**config.mk**
```make
export PLATFORM = sky130hd
export DESIGN_NAME = exec_stage_pipe
export DESIGN_NICKNAME = d
export VERILOG_FILES = /design/src/rtl/exec_stage_pipe.sv
export SDC_FILE = /design/constraint.sdc
export NUM_CORES = 1
export LEC_CHECK = 0
export CORE_ASPECT_RATIO = 0.5
export CORE_UTILIZATION = 53
export CTS_CLUSTER_DIAMETER = 30
export CTS_CLUSTER_SIZE = 25
export DETAILED_ROUTE_END_ITERATION = 7
export PLACE_DENSITY_LB_ADDON = 0.3
export SYNTH_ARGS = -nofsm -noshare
export SYNTH_HDL_FRONTEND = slang
export SYNTH_SLANG_ARGS = --single-unit
```
**constraint.sdc**
```tcl
create_clock -name clk -period 6.2 [get_ports clk]
set_clock_uncertainty 0.05 [all_clocks]
set_input_delay 1.55 -clock clk [delete_from_list [all_inputs] [get_ports clk]]
set_output_delay 1.55 -clock clk [all_outputs]
set_load 0.01 [all_outputs]
```
**src/rtl/exec_stage_pipe.sv**
```systemverilog
// Execute stage: single-cycle ALU plus branch/jump resolution feeding a
// valid/ready output register. MUL runs on an iterative shift-add engine.
// Build option: define EXEC_MUL_EN to include the multiplier; without it,
// aluop 110 completes in one cycle with alu_out=0 and illegal_op=1.
module exec_stage_pipe #(
   parameter int DATA          = 32,
   parameter int ADDRESSWIDTH  = 32,
   parameter int REGISTERWIDTH = 5
) (
   input  logic                     clk,
   input  logic                     reset_n,
   input  logic                     in_valid,
   output logic                     in_ready,
   input  logic [2:0]               aluop,
   input  logic                     use_imm,
   input  logic [DATA-1:0]          rs1_data,
   input  logic [DATA-1:0]          rs2_data,
   input  logic [DATA-1:0]          imm,
   input  logic [ADDRESSWIDTH-1:0]  pc_plus4,
   input  logic                     branch_eq,
   input  logic                     branch_ne,
   input  logic                     jump,
   input  logic [REGISTERWIDTH-1:0] rd_in,
   input  logic                     flush,
   output logic                     out_valid,
   input  logic                     out_ready,
   output logic [DATA-1:0]          alu_out,
   output logic [DATA-1:0]          write_data,
   output logic [ADDRESSWIDTH-1:0]  new_address,
   output logic                     branch_taken,
   output logic                     overflow,
   output logic                     illegal_op,
   output logic [REGISTERWIDTH-1:0] rd_out,
   output logic                     busy
);

   localparam logic [2:0] OpAdd  = 3'b000;
   localparam logic [2:0] OpSub  = 3'b001;
   localparam logic [2:0] OpAnd  = 3'b010;
   localparam logic [2:0] OpOr   = 3'b011;
   localparam logic [2:0] OpXor  = 3'b100;
   localparam logic [2:0] OpSlt  = 3'b101;
   localparam logic [2:0] OpMul  = 3'b110;
   localparam logic [2:0] OpPass = 3'b111;

   // Combinational datapath results
   logic [DATA-1:0]         op_b;
   logic [DATA-1:0]         sum;
   logic [DATA-1:0]         diff;
   logic [DATA-1:0]         alu_res;
   logic [DATA-1:0]         imm_sh;
   logic                    alu_ovf;
   logic                    alu_ill;
   logic                    taken;
   logic [ADDRESSWIDTH-1:0] target;
   logic                    xfer;
   logic                    mul_start;
   logic                    mul_done_load;

   // Output register state
   logic                     out_valid_q, out_valid_d;
   logic [DATA-1:0]          alu_out_q, alu_out_d;
   logic [DATA-1:0]          write_data_q, write_data_d;
   logic [ADDRESSWIDTH-1:0]  new_address_q, new_address_d;
   logic                     branch_taken_q, branch_taken_d;
   logic                     overflow_q, overflow_d;
   logic                     illegal_op_q, illegal_op_d;
   logic [REGISTERWIDTH-1:0] rd_out_q, rd_out_d;

`ifdef EXEC_MUL_EN
   localparam logic [1:0] StIdle = 2'd0;
   localparam logic [1:0] StMul  = 2'd1;
   localparam logic [1:0] StDone = 2'd2;

   localparam int unsigned   CntW     = $clog2(DATA);
   localparam logic [CntW-1:0] LastIter = CntW'(DATA - 1);

   logic [1:0]      state_q, state_d;
   logic [CntW-1:0] cnt_q, cnt_d;
   logic [DATA-1:0] acc_q, acc_d;
   logic [DATA-1:0] mcand_q, mcand_d;
   logic [DATA-1:0] mplier_q, mplier_d;
`endif

   // ALU, overflow and illegal-op decode
   always_comb begin
      op_b    = use_imm ? imm : rs2_data;
      sum     = rs1_data + op_b;
      diff    = rs1_data - op_b;
      alu_res = '0;
      alu_ovf = 1'b0;
      alu_ill = 1'b0;
      case (aluop)
         OpAdd: begin
            alu_res = sum;
            alu_ovf = (rs1_data[DATA-1] == op_b[DATA-1]) && (sum[DATA-1] != rs1_data[DATA-1]);
         end
         OpSub: begin
            alu_res = diff;
            alu_ovf = (rs1_data[DATA-1] != op_b[DATA-1]) && (diff[DATA-1] != rs1_data[DATA-1]);
         end
         OpAnd:  alu_res = rs1_data & op_b;
         OpOr:   alu_res = rs1_data | op_b;
         OpXor:  alu_res = rs1_data ^ op_b;
         OpSlt:  alu_res = {{(DATA-1){1'b0}}, ($signed(rs1_data) < $signed(op_b))};
         OpMul: begin
`ifdef EXEC_MUL_EN
            // Product comes from the iterative engine, not from this path
            alu_res = '0;
`else
            alu_ill = 1'b1;
`endif
         end
         OpPass: alu_res = op_b;
         default: alu_res = '0;
      endcase
   end

   // Branch condition and target address; branches compare against rs2, not operand B
   always_comb begin
      imm_sh = imm << 2;
      taken  = jump || (branch_eq && (rs1_data == rs2_data))
                    || (branch_ne && (rs1_data != rs2_data));
      if (branch_eq || branch_ne) begin
         target = pc_plus4 + imm_sh[ADDRESSWIDTH-1:0];
      end else if (jump) begin
         target = rs1_data[ADDRESSWIDTH-1:0];
      end else begin
         target = '0;
      end
   end

`ifdef EXEC_MUL_EN
   assign busy          = (state_q != StIdle);
   assign mul_start     = xfer && (aluop == OpMul);
   assign mul_done_load = (state_q == StDone) && (!out_valid_q || out_ready);
`else
   assign busy          = 1'b0;
   assign mul_start     = 1'b0;
   assign mul_done_load = 1'b0;
`endif

   assign in_ready = !busy && (!out_valid_q || out_ready);
   assign xfer     = in_valid && in_ready && !flush;

   // Output register next state: drain, load, multiplier completion, flush
   always_comb begin
      out_valid_d    = out_valid_q;
      alu_out_d      = alu_out_q;
      write_data_d   = write_data_q;
      new_address_d  = new_address_q;
      branch_taken_d = branch_taken_q;
      overflow_d     = overflow_q;
      illegal_op_d   = illegal_op_q;
      rd_out_d       = rd_out_q;

      if (out_valid_q && out_ready) begin
         out_valid_d = 1'b0;
      end
      // Side fields of a MUL are captured at issue; only alu_out waits for the engine
      if (xfer) begin
         write_data_d   = rs2_data;
         rd_out_d       = rd_in;
         new_address_d  = target;
         branch_taken_d = taken;
         overflow_d     = alu_ovf;
         illegal_op_d   = alu_ill;
         if (!mul_start) begin
            alu_out_d   = alu_res;
            out_valid_d = 1'b1;
         end
      end
`ifdef EXEC_MUL_EN
      if (mul_done_load) begin
         alu_out_d   = acc_q;
         out_valid_d = 1'b1;
      end
`endif
      if (flush) begin
         out_valid_d = 1'b0;
      end
   end

   // Output register with synchronous active-low reset
   always_ff @(posedge clk) begin
      if (!reset_n) begin
         out_valid_q    <= 1'b0;
         alu_out_q      <= '0;
         write_data_q   <= '0;
         new_address_q  <= '0;
         branch_taken_q <= 1'b0;
         overflow_q     <= 1'b0;
         illegal_op_q   <= 1'b0;
         rd_out_q       <= '0;
      end else begin
         out_valid_q    <= out_valid_d;
         alu_out_q      <= alu_out_d;
         write_data_q   <= write_data_d;
         new_address_q  <= new_address_d;
         branch_taken_q <= branch_taken_d;
         overflow_q     <= overflow_d;
         illegal_op_q   <= illegal_op_d;
         rd_out_q       <= rd_out_d;
      end
   end

`ifdef EXEC_MUL_EN
   // Shift-add multiplier: one partial product per cycle; the low DATA bits of
   // the unsigned product equal those of the signed product
   always_comb begin
      state_d  = state_q;
      cnt_d    = cnt_q;
      acc_d    = acc_q;
      mcand_d  = mcand_q;
      mplier_d = mplier_q;
      case (state_q)
         StIdle: begin
            if (mul_start) begin
               state_d  = StMul;
               cnt_d    = '0;
               acc_d    = '0;
               mcand_d  = rs1_data;
               mplier_d = op_b;
            end
         end
         StMul: begin
            if (mplier_q[0]) begin
               acc_d = acc_q + mcand_q;
            end
            mcand_d  = mcand_q << 1;
            mplier_d = mplier_q >> 1;
            cnt_d    = cnt_q + 1'b1;
            if (cnt_q == LastIter) begin
               state_d = StDone;
            end
         end
         StDone: begin
            if (mul_done_load) begin
               state_d = StIdle;
            end
         end
         default: state_d = StIdle;
      endcase
      if (flush) begin
         state_d = StIdle;
         cnt_d   = '0;
      end
   end

   // Multiplier state with synchronous active-low reset
   always_ff @(posedge clk) begin
      if (!reset_n) begin
         state_q  <= StIdle;
         cnt_q    <= '0;
         acc_q    <= '0;
         mcand_q  <= '0;
         mplier_q <= '0;
      end else begin
         state_q  <= state_d;
         cnt_q    <= cnt_d;
         acc_q    <= acc_d;
         mcand_q  <= mcand_d;
         mplier_q <= mplier_d;
      end
   end
`endif

   assign out_valid    = out_valid_q;
   assign alu_out      = alu_out_q;
   assign write_data   = write_data_q;
   assign new_address  = new_address_q;
   assign branch_taken = branch_taken_q;
   assign overflow     = overflow_q;
   assign illegal_op   = illegal_op_q;
   assign rd_out       = rd_out_q;

endmodule

```
==> results_dict.tcl, run 1 <==
set metrics [dict create \
    vias 13840 \
    firstDrtPassIters 7 \
    io_pins 252 \
    syn_area_per_cell_sq_um 7.312 \
    postLayoutSetupSlackWorst_ns 0.6842 \
    hold_viol 0 \
    floorplan.initialDensity_pct 55.32 \
    clockBufferDepth 2 \
    grt_max_degree 74 \
    crit_cells 14 \
    grt_pass1_wl_um 77050 \
    cts_hold_buf 0 \
    routed_wl_um 51070 \
    p_leak_uw 0.006101 \
    gp_congestion 1.081 \
    cts_root_buf "clkbuf_16" \
    cp-start-kind "input pin" \
    n_antenna_cell 0 \
    synth_flop_cell "dfxtp_1" \
    synthCells 1590 \
    regArea_sq_um 2102 \
    synth_top_cell_area_share_pct 18.08 \
    layout_commonest_cell "clkdlybuf4s50_1" \
    ys_ff_latch 105 \
    final_cell_mix "246 x clkdlybuf4s50_1, 181 x nand2_1, 135 x ha_1" \
    final.period_utilization_pct 88.96 \
    synthArstFlopShare_pct 0 \
    worstMarginPinSlew_ns 1.102 \
    track_usage_pct 44.99 \
    grt_pass1_vias 13070 \
    hold_depth 2 \
    synth.area.top_cells "dfxtp_1 18%, ha_1 15%, nand2_1 5.8%" \
    row_count 37 \
    pre_cts_ws_ns 0.4326 \
    worstPathCellList "buf_2, buf_4, mux2i_1, ha_1, inv_1, nor3_1, and4_1, a22o_1, a41oi_2, o31a_1, o211ai_2, xnor2_1, a211oi_1, o31ai_1" \
    nFillCells 1696 \
    synth_edf_count 0 \
    irDropWorstVdd_v 0.0001992 \
    power_density_nw_per_um2 180.4 \
    insertion_delay_ns 0.39 \
    clk_transition_reported_paths_ns 0.09 \
    hpwlAfterDp_um 39670 \
    path_class "in -> reg" \
    fin_cells 2087 \
    yosysTopAreaCell "dfxtp_1" \
    yosysUniqueCellTypes 84 \
    setup_violations 0 \
    drv_slew 0 \
    cp.arrival_ns 5.74 \
    numCtsBuffers 9 \
    grt_overflow_total 0 \
    core_region_area_sq_um 21020 \
    port_buffers 250 \
    ys_seq_area_share_pct 18.08 \
    cts_tree "built" \
    areaGrowthSynthToFinish_pct 26.35 \
    ys_warn_count 0 \
    required_ns 6.42 \
    cp.buffers_inverters 3 \
    drive_above_1_share_pct 5.014 \
    slew-limit-headroom_pct 26.14 \
    cap_viol_max_count 0 \
    final.min_clock_period_ns 5.516 \
    cp_top_family "compound AO/OA/AOI/OAI gates" \
    multiInputGateArea_sq_um 8720 \
    cts-resized-gates 0 \
    die_y_um 106.7 \
    fmax_mhz 181.3 \
    rsz0062_at_grt "no" \
    postCtsSetupBuffers 0 \
    drc_errors 0 \
    clock_sinks 105 \
    post-place-cells 2071 \
    run_status "completed" \
    fin_setup_tns_ns 0 \
    die_x_um 211.5 \
    die_area_sq_um 22570 \
    wire_per_inst_um 24.47 \
    syn_area_sq_um 11630 \
    slowest_stage "mux2i_1" \
    crit_path_end_kind "register" \
    ant_nets 0 \
    cp_slowest_stage_delay_ns 0.52 \
    viasPerCell 6.633 \
    synth_nets 1873 \
    worstHoldPathType "reg -> reg" \
    worst_r2r_path_depth 7 \
    drt_iter0_markers 1959 \
    antenna_found_initial 0 \
    htree_num_levels 3 \
    fin_nets 2073 \
    totalPowerFinal_uw 2650 \
    crit_fanout 13 \
]
==> path summary, 6_finish.rpt <==
kind,startpoint,to,slack [ns]
min reg2reg,alu_out[13],alu_out[13],0.40
max reg2reg,out_valid,overflow,3.68
max,use_imm,alu_out[31],0.68
min,alu_out[13],alu_out[13],0.40
==> power by group <==
group / total [uW] / switching, uW / leakage [uW] / internal (uW)
Clock: 660 / 334 / 0.000157 / 326
Combinational: 1250 / 748 / 0.00509 / 504
Sequential: 738 / 24.2 / 0.000859 / 714
==> cells in the mapped netlist (8+ instances only) <==
library cell / instances
nor3_1: 41
a21oi_1: 134
a22oi_1: 13
mux2_2: 9
o211a_1: 9
ha_1: 135
nand4_1: 19
o31ai_1: 17
nand2_1: 181
nor4_1: 9
a21boi_0: 47
inv_1: 112
and2_1: 12
clkbuf_1: 72
nand3_1: 31
o221ai_1: 17
dfxtp_1: 105
a221oi_1: 19
and3_1: 8
o211ai_1: 26
o22ai_1: 13
nor2_1: 129
a21o_1: 34
o21ai_0: 91
nor2b_1: 16
a211oi_1: 9
a31oi_1: 16
mux2i_1: 31
o21bai_1: 18
xnor2_1: 68
buf_1: 11
==> state kept, by name, summed over array words and instances (netlist names) <==
name and cells:
illegal_op 1, out_valid 1, new_address 32, overflow 1, branch_taken 1, write_data 32
alu_out 32, rd_out 5
==> stage by stage <==
step	hold WS, ns	instance area, sq um	utilization [%]
3_5_place_dp	0.3891	14370	68.37
2_1_floorplan	0.4166	11630	-
5_1_grt	0.4339	14690	69.89
3_3_place_gp	0.3813	14370	68.37
6_report	0.4034	14690	69.89
4_1_cts	0.4017	14690	69.89
==> cell type report <==
class / count / area share [%]
Multi-Input combinational cell: 1276 / 59.36
Clock buffer: 9 / 1.533
Sequential cell: 105 / 14.31
Timing Repair Buffer: 285 / 18.77
Inverter: 113 / 2.888
Tap cell: 292 / 2.487
Clock inverter: 7 / 0.6474
==> tightest hold or removal path, stage by stage (launching register included) <==
cell,delay (ns)
dfxtp_1,0.32
nand2_1,0.05
nand2_1,0.04
==> logic make-up after synthesis <==
logic type	synth area share, %
compound gates	31.90
xor+xnor	5.650
fa+ha+maj	15.05
buf+inv	7.006
flops	18.08
mux	3.670
other cells	0.03225
simple gates	18.62
==> routing by layer <==
metal / track usage [%] / wire length (um) / vias to the layer above
met2: 65.20 / 20600 / 1032
met4: 12.73 / 1541 / 0
met3: 19.42 / 8179 / 149
met5: 0 / 0 / -
li1: - / - / 6127
met1: 59.95 / 20750 / 6535
Note: power is estimated with default switching activity, not from simulation.
==> run 2: changes to the inputs <==
--- a/config.mk
+++ b/config.mk
@@ -6,7 +6,7 @@
 export NUM_CORES = 1
 export LEC_CHECK = 0
 export CORE_ASPECT_RATIO = 0.5
-export CORE_UTILIZATION = 53
+export CORE_UTILIZATION = 50
 export CTS_CLUSTER_DIAMETER = 30
 export CTS_CLUSTER_SIZE = 25
 export DETAILED_ROUTE_END_ITERATION = 7
==> run 2 against run 1 <==
Net effect:
- first-iteration DRC count shrank 20%
- hold slack lost 0.0086 ns
- cell area is 0.12% lower
- count of clock-buffer cells in the layout did not move
- combinational power shrank 3%
- die area increased by 5.9%
- register-to-register slack lost 0.60 ns
- maximum frequency up 0.97%
- sequential share of layout area about the same
- via count fell by 5.7%
- sequential cell count did not move
- setup slack better by 0.053 ns
- critical path type unchanged
==> results_dict.tcl, run 2 (same netlist as run 1, synthesis figures left out) <==
set metrics [dict create \
    internal-power_uw 1511 \
    clk_transition_reported_paths_ns 0.10 \
    worstMarginPinSlew_ns 1.132 \
    run_status "completed" \
    cts_tree "built" \
    firstDrtPassIters 6 \
    drt_iter0_markers 1572 \
    insertion_delay_ns 0.40 \
    vias 13060 \
    postLayoutSetupSlackWorst_ns 0.7374 \
    crit_path_end_kind "register" \
    fin_setup_tns_ns 0 \
    multiInputGateArea_sq_um 8720 \
    drive_above_1_share_pct 4.749 \
    postCtsSetupBuffers 0 \
    required_ns 6.44 \
    die_y_um 109.8 \
    fmax_mhz 183.1 \
    slew-limit-headroom_pct 24.15 \
    clockBufferDepth 2 \
    rsz0062_at_grt "no" \
    p_comb_share_pct 46.3 \
    power_density_nw_per_um2 177.5 \
    die_x_um 217.7 \
    drv_slew 0 \
    ant_nets 0 \
    cts_hold_buf 0 \
    viasPerCell 6.224 \
    cp.arrival_ns 5.71 \
    antenna_found_initial 1 \
    nFillCells 2003 \
    areaGrowthSynthToFinish_pct 26.19 \
    floorplan.initialDensity_pct 51.02 \
    core_region_area_sq_um 22790 \
    cts-resized-gates 0 \
    hold_viol 0 \
    final_cell_mix "246 x clkdlybuf4s50_1, 181 x nand2_1, 135 x ha_1" \
    numCtsBuffers 9 \
    grt_pass1_vias 11550 \
    final.period_utilization_pct 88.11 \
    io_pins 252 \
    cts_root_buf "clkbuf_16" \
    regArea_sq_um 2102 \
    p_sw_uw 1093 \
    worstHoldPathType "reg -> reg" \
    clock_sinks 105 \
    track_usage_pct 37.99 \
    final.min_clock_period_ns 5.463 \
    grt_overflow_total 0 \
    wire_per_inst_um 22.08 \
    layout_commonest_cell "clkdlybuf4s50_1" \
    totalPowerFinal_uw 2604 \
    grt_pass1_wl_um 68430 \
    fin_nets 2068 \
    cap_viol_max_count 0 \
    switching_share_pct 41.97 \
    irDropWorstVdd_v 0.0001704 \
    row_count 39 \
    setup_violations 0 \
    port_buffers 250 \
    htree_num_levels 3 \
    seqPwrFrac_pct 28.3 \
    die_area_sq_um 23900 \
    path_class "in -> reg" \
    grt_max_degree 85 \
    p_leak_uw 0.006075 \
    drc_errors 0 \
    cp-start-kind "input pin" \
    gp_congestion 1.056 \
    pre_cts_ws_ns 0.4968 \
    routed_wl_um 46320 \
    clkPwrFrac_pct 25.4 \
    crit_fanout 5 \
    hpwlAfterDp_um 35420 \
]
run 2: path summary, 6_finish.rpt:
check	from	end	slack (ns)	depth (start not counted)
min reg2reg	alu_out[13]	alu_out[13]	0.39	2
min	alu_out[13]	alu_out[13]	0.39	2
max reg2reg	out_valid	alu_out[0]	3.08	8
max	rs2_data[0]	alu_out[30]	0.74	16
run 2: cell type report:
type / count / area share (%)
Sequential cell: 105 / 14.33
Timing Repair Buffer: 280 / 18.54
Multi-Input combinational cell: 1276 / 59.43
Clock buffer: 9 / 1.535
Clock inverter: 7 / 0.6396
Tap cell: 307 / 2.618
Inverter: 113 / 2.891
Antenna cell: 1 / 0.01706
run 2: layer usage:
layer | track usage [%] | share of wire (%) | up-vias
met5 | 0 | 0 | -
met4 | 10.71 | 2.7 | 0
met3 | 14.14 | 14 | 100
met2 | 52.68 | 40 | 766
met1 | 53.69 | 44 | 6078
li1 | - | - | 6114
run 2: through the flow:
| step | cells | instance area [sq um] | utilization [%] | hold WS (ns) |
|---|---|---|---|---|
| global placement | 2081 | 14350 | 62.97 | 0.3823 |
| global route | 2098 | 14670 | 64.38 | 0.4105 |
| finish | 2098 | 14670 | 64.38 | 0.3948 |
| detailed placement | 2081 | 14350 | 62.97 | 0.3831 |
| floorplan | 1590 | 11630 | - | 0.4166 |
| CTS | 2097 | 14670 | 64.37 | 0.3958 |
run 2: power by group through the flow:
stage / combinational (uW) / sequential [uW] / clock [uW]
after detailed placement: 1160 / 751 / 0
after CTS: 1170 / 737 / 664
after floorplan: 711 / 767 / 0
after global placement: 1160 / 751 / 0
after global routing: 1290 / 742 / 688
final: 1210 / 737 / 661
run 2: critical path, cell delays in order:
cell,delay [ns]
clkdlybuf4s50_1,0.52
mux2i_1,0.37
inv_1,0.11
ha_1,0.22
inv_1,0.09
fa_1,0.22
nor2b_1,0.20
o21ai_1,0.13
a311oi_1,0.44
a211oi_2,0.12
a31oi_1,0.44
a21boi_0,0.26
a211oi_1,0.49
a311oi_1,0.24
xnor2_1,0.20
o211ai_1,0.11
==> run 3: changes to the inputs <==
--- a/config.mk
+++ b/config.mk
@@ -6,7 +6,7 @@
 export NUM_CORES = 1
 export LEC_CHECK = 0
 export CORE_ASPECT_RATIO = 0.5
-export CORE_UTILIZATION = 50
+export CORE_UTILIZATION = 53
 export CTS_CLUSTER_DIAMETER = 30
 export CTS_CLUSTER_SIZE = 25
 export DETAILED_ROUTE_END_ITERATION = 7
==> results of run 3 <==
Final layout, timing and power as in run 1 (identical DEF).
